**config.mk**
```make
export PLATFORM = sky130hd
export DESIGN_NAME = scanner_link_arbiter
export DESIGN_NICKNAME = d
export VERILOG_FILES = /design/src/rtl/scanner_link_arbiter.sv
export SDC_FILE = /design/constraint.sdc
export NUM_CORES = 1
export LEC_CHECK = 0
export CORE_ASPECT_RATIO = 0.8
export CORE_UTILIZATION = 49
export DETAILED_ROUTE_END_ITERATION = 16
export GPL_TIMING_DRIVEN = 0
export HOLD_SLACK_MARGIN = 0.08
export MAX_ROUTING_LAYER = met4
export PLACE_DENSITY_LB_ADDON = 0.1
export SETUP_SLACK_MARGIN = 0.3
export SYNTH_ARGS = -nofsm -noshare
export SYNTH_HDL_FRONTEND = slang
export SYNTH_SLANG_ARGS = --single-unit
```
**constraint.sdc**
```tcl
create_clock -name clk -period 2.9 [get_ports clk]
set_input_delay 0.87 -clock clk [delete_from_list [all_inputs] [get_ports clk]]
set_output_delay 0.87 -clock clk [all_outputs]
set_load 0.01 [all_outputs]
```
**src/rtl/scanner_link_arbiter.sv**
```systemverilog
// scanner_link_arbiter: round-robin sharing of one MSB-first serial link between two scanners,
// sending one byte per fixed 8-clock slot and padding unused slots with an idle byte.
module scanner_link_arbiter #(
    parameter logic [7:0] IDLE_BYTE = 8'h00,
    parameter logic [7:0] CMD_BIN   = 8'd7,
    parameter logic [7:0] CMD_ASCII = 8'd8
) (
    input  logic       clk,
    input  logic       rst,
    input  logic [1:0] req,
    input  logic [7:0] cmd0,
    input  logic [7:0] data0,
    input  logic [7:0] cmd1,
    input  logic [7:0] data1,
    input  logic       link_ready,
    output logic       ser_out,
    output logic [1:0] grant,
    output logic [1:0] done,
    output logic       busy
);
    typedef enum logic [1:0] {S_IDLE, S_CMD, S_DATA} state_t;
    state_t     r_state;
    logic [2:0] r_bit_cnt;
    logic [7:0] r_shift;
    logic [7:0] r_cmd;
    logic [7:0] r_data;
    logic       r_ptr;
    logic [1:0] r_grant;
    logic [1:0] r_done;
    logic       r_busy;
    logic       w_edge;
    logic       w_has_data;
    logic       w_pkt_end;
    logic [1:0] w_req;
    logic       w_go;
    logic       w_win;
    assign w_edge     = r_bit_cnt == 3'd7;
    assign w_has_data = (r_cmd == CMD_BIN) || (r_cmd == CMD_ASCII);
    assign w_pkt_end  = (r_state == S_DATA) || (r_state == S_CMD && !w_has_data);
    // The finishing owner's request is still held until its done pulse, so it is consumed here.
    assign w_req      = req & ~(w_pkt_end ? r_grant : 2'b00);
    assign w_go       = (|w_req) && link_ready;
    assign w_win      = (&w_req) ? r_ptr : w_req[1];
    always_ff @(posedge clk or posedge rst) begin
        if (rst) begin
            r_state   <= S_IDLE;
            r_bit_cnt <= 3'd0;
            r_shift   <= 8'h00;
            r_cmd     <= 8'h00;
            r_data    <= 8'h00;
            r_ptr     <= 1'b0;
            r_grant   <= 2'b00;
            r_done    <= 2'b00;
            r_busy    <= 1'b0;
        end else begin
            r_bit_cnt <= r_bit_cnt + 3'd1;
            r_done    <= 2'b00;
            if (!w_edge) begin
                r_shift <= {r_shift[6:0], 1'b0};
            end else begin
                if (w_pkt_end)
                    r_done <= r_grant;
                if (r_state == S_CMD && w_has_data) begin
                    r_state <= S_DATA;
                    r_shift <= r_data;
                end else if (w_go) begin
                    r_state <= S_CMD;
                    r_grant <= w_win ? 2'b10 : 2'b01;
                    r_busy  <= 1'b1;
                    r_ptr   <= ~w_win;
                    r_cmd   <= w_win ? cmd1 : cmd0;
                    r_data  <= w_win ? data1 : data0;
                    r_shift <= w_win ? cmd1 : cmd0;
                end else begin
                    r_state <= S_IDLE;
                    r_grant <= 2'b00;
                    r_busy  <= 1'b0;
                    r_shift <= IDLE_BYTE;
                end
            end
        end
    end
    assign ser_out = r_shift[7];
    assign grant   = r_grant;
    assign done    = r_done;
    assign busy    = r_busy;
endmodule
```
==> summary.md, run 1 <==
| Metric | Value |
|---|---|
| Die area | `3820 um^2` |
| Hold path depth | `1` |
| Crit path kind | `in2reg` |
| Layout cell share with drive strength beyond 1 | `between 10% and 20%` |
| DR pass1 iterations | `4` |
| Post-Syn Area | `1750 um^2` |
| I/O Buffers | `42` |
| DRC viols | `0` |
| Min-delay worst type | `reg2reg` |
| Setup TNS | `0 ns` |
| Number of flops mapped to enable cells by yosys | `0` |
| Die Height | `55.5 um` |
| DP Area | `2220 um^2` |
| R2R depth | `6` |
| M1 wire length | `1810 um` |
| Predominant post-synthesis flop cell | `dfrtp_1` |
| Fraction of registers with async set/reset | `100%` |
| Critical Path AT | `2.69 ns` |
| Most numerous cell in the Yosys netlist | `dfrtp_1` |
| DRT antenna net count | `0` |
| Sequential area share after synthesis | `about half` |
| CP endpoint kind | `flip-flop` |
| Synthesized flop and latch total | `35` |
| Top-area cell type share of the netlist area | `50.0%` |
| Htree depth | `2` |
| Highest routed layer | `met4` |
| Largest net degree at the start of global routing | `36` |
| Non-Filler Instances | `245` |
| DP Wirelength | `2800 um` |
| Die X-Extent | `68.8 um` |
| Worst-margin pin slew | `between 0.7 and 0.8 ns` |
| Status | `finished clean` |
| Syn Nets | `190` |
| GRT Overall Usage | `23.9%` |
| Clk_skew | `roughly 0.0051 ns` |
| Clock transition at the registers of the reported paths | `0.07 ns` |
| CTS tree | `yes` |
| Post-synth cell types | `36` |
| Total CTS buffers | `5` |
| Top cells by count, synth | `dfrtp_1 (35), inv_1 (16), mux2i_1 (16)` |
| Synth warn | `0` |
| Cell taking the most area after synthesis | `dfrtp_1` |
| Area contributors post-synth | `dfrtp_1 (50%), mux2i_1 (9.1%), mux2_2 (7.7%), inv_1 (3.4%), mux2_1 (2.6%)` |
| Pre-CTS setup slack | `-0.168 ns` |
| Drt initial violations | `88` |
| Initial Util | `around half` |
| Inst Count DP | `235` |
| Pins Over Slew Limit | `0` |
| Rel. slew slack | `a little over half` |
| Final Cycle Share | `just under 90%` |
| Avg Cell Area, Syn | `11.6 um^2` |
| # clock sinks | `35` |
| Setup Viol. Count Final | `0` |
| Via-per-instance ratio | `5.50` |
| Vias | `1348` |
| Pwr per Cell Area | `506 nW/um^2` |
| Peak Freq | `a little under 400 MHz` |
| Max cap viols | `0` |
| Worst setup margin | `0.378 ns` |
| Unrepaired setup endpoints after global routing | `true` |
| Max clock buf depth | `2` |
| CTS root buf | `clkbuf_8` |
| Final Critical Period | `2.52 ns` |
| Io pins | `43` |
| Static Leak | `between 1 and 1.5 nW` |
| # nets final | `241` |
| Worst vdd ir | `~380 uV` |
| Antenna violations before repair | `0` |
| Final hold vios | `0` |
| ANT cells | `0` |
| DR WL met2 | `roughly 1700 um` |
| Synth Instances | `151` |
| Peak fanout along the critical path | `7` |
| WL/cell | `15.7 um` |
| Critical path data required time | `between 3 and 4 ns` |
| Remaining Overflow, GRT | `0` |
| Startpoint Class | `primary input` |
| FP Rows | `19` |
| Core area | `3420 um^2` |
| Finished Cell Area | `2340 um^2` |
| Final core occ | `68.3%` |
| Placer Congestion | `0.804` |
| Vias in the first global route | `1281` |
| Latest clock arrival within the worst-skew pair | `0.29 ns` |
| Total wire length | `3840 um` |
| Met3 routed WL | `249 um` |
| First-pass GRT wire length | `between 6000 and 7000 um` |
| Area delta synth->final | `33.6%` |
| Fillers | `271` |
## critical path, stage by stage
cell and delay (ns):
clkdlybuf4s50_1 0.49, o2111ai_2 0.15, a221oi_4 0.33, buf_4 0.20
mux2_2 0.35, mux2_1 0.29
## cell usage in the layout (no fill, tap or decap), types with 2 or more instances in the layout
master and instances:
a21oi_1 5, and3_1 5, buf_4 2, clkbuf_1 4, clkbuf_8 7, clkdlybuf4s50_1 42
dfrtp_1 35, ha_1 2, inv_1 15, mux2_1 4, mux2_2 12, mux2i_1 16
nand2_1 10, nand2b_1 3, nand3_1 2, nor2_1 6, o21ai_0 5, o21ai_1 6
## per-stage QoR
step           power (mW)  hold slack, ns
2_1_floorplan       0.708           0.401
3_3_place_gp        0.793           0.413
3_5_place_dp        0.803           0.422
4_1_cts              1.19           0.431
5_1_grt              1.24           0.443
6_report             1.18           0.424
## layout make-up
type / instances / area [um^2] / area share, %
Inverter: 16 / 60.1 / 2.57
Buffer: 6 / 42.5 / 1.82
Clock buffer: 8 / 100 / 4.28
Timing Repair Buffer: 44 / 435 / 18.6
Tap cell: 42 / 52.6 / 2.25
Sequential cell: 35 / 876 / 37.5
Multi-Input combinational cell: 94 / 772 / 33.0
## logic make-up after synthesis
| group | synth area share (%) |
|---|---|
| xor gates and xnor gates | 0.500 |
| buffers and inverters | 5.86 |
| DFF | 50.0 |
| AOI/OAI and AO/OA | 12.7 |
| adders and majority gates | 1.43 |
| muxes | 19.4 |
| and+or+nand+nor | 10.0 |
## path summary, 6_finish.rpt
check | end | slack (ns) | startpoint
min in group asynchronous | r_bit_cnt[0] | 1.02 | rst
max reg2reg | r_data[3] | 0.56 | r_cmd[0]
min | r_bit_cnt[0] | 0.42 | r_bit_cnt[0]
min reg2reg | r_bit_cnt[0] | 0.42 | r_bit_cnt[0]
max in group asynchronous | busy | 1.42 | rst
max | r_data[3] | 0.38 | req[1]
## power by group
group	internal [mW]	total (mW)	switching, mW	leakage (nW)
clock	0.217	0.386	0.170	0.0515
sequential	0.544	0.587	0.0430	0.436
combinational	0.126	0.210	0.0842	0.550
total	0.887	1.18	0.297	1.04
## registers in the layout (all words and copies together), names as in the netlist
signal,count
busy,1
done,2
grant,2
r_bit_cnt,3
r_cmd,8
r_data,8
r_ptr,1
r_shift,8
r_state,2
## metal layers
metal  vias to the layer above  global-route usage (%)
met4                         0                    11.4
met5                         -                       -
li1                        636                       -
met3                        11                    5.99
met1                       643                    34.0
met2                        58                    31.5
## what timing repair did
item / in CTS / in global routing
hold buffers: 0 / 0
endpoints found under the setup margin: 22 / 1
pin swaps: 1 / 0
gates resized for setup: 0 / 0
buffers inserted: 2 / 0
Power figures use the tool's default switching activity.
==> run 2: changes to the inputs <==
Settings changed: SLEW_MARGIN set to 20.
==> results of run 2 <==
Final layout, timing and power as in run 1 (identical DEF).
==> run 3: changes to the inputs <==
--- a/config.mk
+++ b/config.mk
@@ -13,3 +13,3 @@
 export MAX_ROUTING_LAYER = met4
-export PLACE_DENSITY_LB_ADDON = 0.1
+export PLACE_DENSITY = 0.86
 export SETUP_SLACK_MARGIN = 0.3
==> constraint.sdc (replaced) <==
create_clock -name clk -period 2.8 [get_ports clk]
set_input_delay 0.84 -clock clk [delete_from_list [all_inputs] [get_ports clk]]
set_output_delay 0.84 -clock clk [all_outputs]
set_load 0.05 [all_outputs]
==> run 3 against run 2 <==
Against the previous run:
- sequential power rose by 3.4%
- design area fell by 0.27%
- flip-flop and latch count did not move
- final cell count did not move
- register-to-register slack got worse by 0.14 ns
- clock skew rose by 0.0024 ns
- clock-buffer cell count fell by 1
- non-clock buffer count did not move
- via count rose by 1.1%
- setup slack improved by 0.043 ns
==> summary.md, run 3 (synthesized netlist as in run 1, its figures left out) <==
| Metric | Value |
|---|---|
| Final Cycle Share | `a little over four fifths` |
| GRT Overall Usage | `24.9% (+1.1 points)` |
| Slowest-stage cell, CP | `dfrtp_1` |
| WL/cell | `16.3 um (+3.8%)` |
| DR pass1 iterations | `4 (unchanged)` |
| CP endpoint kind | `flip-flop` |
| Hold_ws | `0.445 ns (+0.0202 ns)` |
| Die area | `3820 um^2 (unchanged)` |
| # nets final | `241 (unchanged)` |
| CTS tree | `yes` |
| R2R depth | `6 (unchanged)` |
| Placer Congestion | `0.857 (+6.6%)` |
| Io pins | `43 (unchanged)` |
| Worst-margin pin slew | `0.716 ns (-0.000652 ns)` |
| Htree depth | `2 (unchanged)` |
| Static Leak | `1.05 nW (+1.0%)` |
| R2R setup slack | `0.42 ns (-0.14 ns)` |
| RR Endpoint | `r_data[1]` |
| Setup Viol. Count Final | `0 (unchanged)` |
| Reg2reg start | `r_cmd[4]` |
| CP peak stage delay | `0.41 ns (-0.08 ns)` |
| Via-per-instance ratio | `5.56 (+1.1%)` |
| Clk_skew | `0.00743 ns (+0.00236 ns)` |
| Min-delay worst type | `reg2reg` |
| Die Height | `55.5 um (unchanged)` |
| I/O Buffers | `42 (unchanged)` |
| Total CTS buffers | `5 (unchanged)` |
| Hold path depth | `1 (unchanged)` |
| Drt initial violations | `157 (+78%)` |
| Critical path data required time | `2.98 ns (-0.09 ns)` |
| Final Critical Period | `between 2 and 2.5 ns` |
| First-pass GRT wire length | `6510 um (+3.6%)` |
| Max clock buf depth | `2 (unchanged)` |
| Remaining Overflow, GRT | `0 (unchanged)` |
| Commonest non-fill, non-tap cell in the layout | `clkdlybuf4s50_1` |
| Latest clock arrival within the worst-skew pair | `0.30 ns (about the same)` |
| Multi-input gate area | `772 um^2 (unchanged)` |
| Most frequent cells in the layout | `clkdlybuf4s50_1 (40), dfrtp_1 (35), mux2i_1 (16)` |
| ANT cells | `0 (unchanged)` |
| DRT antenna net count | `0 (unchanged)` |
| Peak fanout along the critical path | `7 (unchanged)` |
| CTS root buf | `clkbuf_8` |
| End point of the critical path | `r_data[1]` |
| FP Rows | `19 (unchanged)` |
| Pins Over Slew Limit | `0 (unchanged)` |
| Final hold vios | `0 (unchanged)` |
| Sequential cell area | `876 um^2 (unchanged)` |
| Rel. slew slack | `52.2% (about the same)` |
| Largest net degree at the start of global routing | `36 (unchanged)` |
| Crit path from | `r_cmd[4]` |
| Vias | `1363 (+1.1%)` |
| Fillers | `263 (-3.0%)` |
| Layout cell share with drive strength beyond 1 | `14.3% (-0.49 points)` |
| Final core occ | `68.1% (-0.18 points)` |
| Worst vdd ir | `280 uV (-27%)` |
| Top Registers | `r_cmd: 8 flops, r_data: 8 flops, r_shift: 8 flops` |
| Core area | `3420 um^2 (unchanged)` |
| Unrepaired setup endpoints after global routing | `false` |
| DRC viols | `0 (unchanged)` |
| Pwr per Cell Area | `518 nW/um^2 (+2.2%)` |
| Startpoint Class | `flip-flop` |
| Total wire length | `3980 um (+3.8%)` |
| Vias in the first global route | `1344 (+4.9%)` |
| Die X-Extent | `68.8 um (unchanged)` |
| # clock sinks | `35 (unchanged)` |
| Peak Freq | `420 MHz` |
| Critical Path AT | `2.56 ns (-0.13 ns)` |
| Critical path, cell by cell | `nor4_4 -> o2111ai_2 -> a221oi_4 -> buf_6 -> mux2_2 -> mux2_1` |
| Initial Util | `51.1% (unchanged)` |
| DP Wirelength | `2800 um (+0.22%)` |
| Clock transition at the registers of the reported paths | `0.07 ns (about the same)` |
| Area delta synth->final | `33.2%` |
| Max cap viols | `0 (unchanged)` |
| Status | `finished clean` |
| Antenna violations before repair | `0 (unchanged)` |
| Crit path kind | `reg2reg` |
## run 3: worst min path at each step
stage | startpoint | to
detailed placement | r_bit_cnt[0] | r_bit_cnt[0]
global route | r_bit_cnt[0] | r_bit_cnt[0]
CTS | r_bit_cnt[0] | r_bit_cnt[0]
floorplan | r_bit_cnt[0] | r_bit_cnt[0]
global placement | r_bit_cnt[0] | r_bit_cnt[0]
finish | r_bit_cnt[0] | r_bit_cnt[0]
## run 3: per-layer routing
| metal | wire length (um) | track usage, % | part of all wire [%] |
|---|---|---|---|
| met2 | 1920 | 37.0 | 48 |
| met1 | 1710 | 31.9 | 43 |
| met4 | 78 | 12.8 | 2.0 |
| met5 | 0 | - | 0 |
| met3 | 269 | 5.17 | 6.8 |
## run 3: layout make-up
type,instances,area share [%]
Clock inverter,1,0.215
Timing Repair Buffer,44,19.2
Multi-Input combinational cell,94,33.1
Sequential cell,35,37.6
Tap cell,42,2.25
Clock buffer,7,3.27
Buffer,6,1.82
Inverter,16,2.58
## run 3: repair_timing
action                                  in CTS  in global routing
pin swaps                                    1                  1
hold buffers                                 0                  0
endpoints found under the setup margin      23                 17
buffers inserted                             2                  0
resized for setup                            1                  4
## run 3: report_power, final
group / switching, mW / leakage (nW) / internal (mW)
registers: 0.0433 / 0.436 / 0.564
clock network: 0.187 / 0.0422 / 0.175
logic: 0.106 / 0.571 / 0.133
total: 0.336 / 1.05 / 0.871
## run 3: critical path: cells and delay by family (launching register included)
family | cells | cell delay (ns)
AOI/OAI and AO/OA | 2 | 0.62
muxes | 2 | 0.63
and+or+nand+nor | 1 | 0.40
buffers and inverters | 1 | 0.19
DFF | 1 | 0.41
## run 3: metrics by stage
stage / TNS, ns / area [um^2] / setup WS (ns) / instances / total power [mW]
floorplan: 0 / 1750 / 0.488 / 151 / 0.747
global placement: -2.71 / 2220 / -0.174 / 235 / 0.832
detailed placement: -3.87 / 2220 / -0.248 / 235 / 0.847
CTS: 0 / 2320 / 0.307 / 245 / 1.21
global route: 0 / 2330 / 0.325 / 245 / 1.26
finish: 0 / 2330 / 0.421 / 245 / 1.21
==> RTL change, RTL diff (settings of run 1) <==
Re-encode `state_t` (3 states) as one-hot, 3 bits wide.
--- a/src/rtl/scanner_link_arbiter.sv
+++ b/src/rtl/scanner_link_arbiter.sv
@@ -19,5 +19,5 @@
     output logic       busy
 );
-    typedef enum logic [1:0] {S_IDLE, S_CMD, S_DATA} state_t;
+    typedef enum logic [2:0] {S_IDLE = 3'b001, S_CMD = 3'b010, S_DATA = 3'b100} state_t;
     state_t     r_state;
     logic [2:0] r_bit_cnt;
Check against the original RTL: no difference found for any inputs over 10 cycles, from zero or initial values and one cycle with rst high; not proved beyond that.
==> RTL change against run 1 <==
Routed wire length fell by 4.6%. Non-clock buffer count is 2 lower. Hold slack is essentially flat. Synthesized area fell by 6.0%. Final area shrank 5.4%. Sequential cell count rose by 1. Sequential power fell by 1%. Critical path depth up 2. Power is 4.3% lower. Setup slack improved by 0.11 ns.
==> RTL change: results (changes against run 1) <==
Post-DP Area 2120 um^2 (was 2220 um^2); Reg-to-Reg Start r_bit_cnt[0]$_DFF_PP0_ (was r_cmd[0]$_DFFE_PP0P_); period utilization 0.832 (was 0.870); Post-Synth XOR/XNOR Area 0 (was 0.00500); largest net degree at the start of global routing 37 (was 36); vias in the first global route 1274 (was 1281); detailed placer's ending HPWL 2700 um (was 2800 um); adder-cell share of the synthesized area 0.0152 (was 0.0143); worst ir drop on vdd 0.341 mV (was 0.384 mV); critical path arrival 2.55 ns (was 2.69 ns); mux cell area share after synthesis 0.0973 (was 0.194); Slew HR 0.401 (was 0.522); Post-CTS Setup Inserts 0 (was 2); worst slack, placed 0.236 ns (was -0.168 ns); post-synthesis sequential area ratio 0.548 (was 0.500); Filler cells 231 (was 271); Reg2Reg Capture Point r_shift[5]$_DFF_PP0_ (was r_data[3]$_DFFE_PP0P_); leading post-synthesis cells by cell area dfrtp_1 (53%), mux2i_1 (9.7%), o21ai_1 (7.6%) (was dfrtp_1 (50%), mux2i_1 (9.1%), mux2_2 (7.7%)); first-pass GRT wire length 5790 um (was 6280 um); CTS buffer count 5 (unchanged); worst reg2reg setup slack 0.52 ns (was 0.56 ns); Pwr Density 512 nW/um^2 (was 506 nW/um^2); gr usage total 0.235 (was 0.239); Synth Area in Compound Gates 0.179 (was 0.127); Leak Pwr 1.00 nW (was 1.04 nW); drt wl/cell 15.3 um (was 15.7 um); crit path capture r_data[0]$_DFFE_PP0P_ (was r_data[3]$_DFFE_PP0P_); worst-path fanout max 10 (was 7); GPL Wtd Cong 0.809 (was 0.804); top post-synthesis cells by count dfrtp_1 (35), o21ai_1 (25), nand2_1 (21) (was dfrtp_1 (35), inv_1 (16), mux2i_1 (16)); status finished clean (unchanged); syn_nets 189 (was 190); distinct cell type count after synthesis 35 (was 36); Hold EP r_bit_cnt[0]$_DFF_PP0_ (unchanged); share of layout cells above drive strength 1 0.111 (was 0.148)
==> RTL change: cells by family after synthesis <==
group	Yosys count
buffers and inverters	14
AND/OR/NAND/NOR	36
flip-flops	36
adder cells (fa/ha/maj)	2
AO/OA/AOI/OAI	46
multiplexers	16
==> RTL change: area by class of cell <==
| class | instances | area share |
|---|---|---|
| plain buffers | 6 | 0.0232 |
| clock buffers | 7 | 0.0436 |
| inverters | 8 | 0.0136 |
| multi-input cells | 100 | 0.299 |
| flip-flops and latches | 36 | 0.408 |
| well taps | 40 | 0.0226 |
| repair buffers | 42 | 0.190 |
==> RTL change: per-stage QoR <==
step | cells | hold slack, ns
global placement | 232 | 0.411
finish | 239 | 0.425
CTS | 239 | 0.428
detailed placement | 232 | 0.418
floorplan | 150 | 0.401
global route | 239 | 0.460
==> RTL change: power breakdown <==
| group | leakage, nW | internal [W] | switching, W |
|---|---|---|---|
| Combinational | 0.495 | 0.000102 | 0.0000776 |
| Clock | 0.0503 | 0.000211 | 0.000162 |
| Sequential | 0.457 | 0.000550 | 0.0000301 |
==> RTL change: routing by layer <==
metal / track usage / vias up / share of wire
li1: - / 629 / -
met1: 0.292 / 643 / 0.44
met2: 0.379 / 47 / 0.49
met3: 0.0530 / 9 / 0.058
met4: 0.0922 / 0 / 0.011
met5: - / - / 0
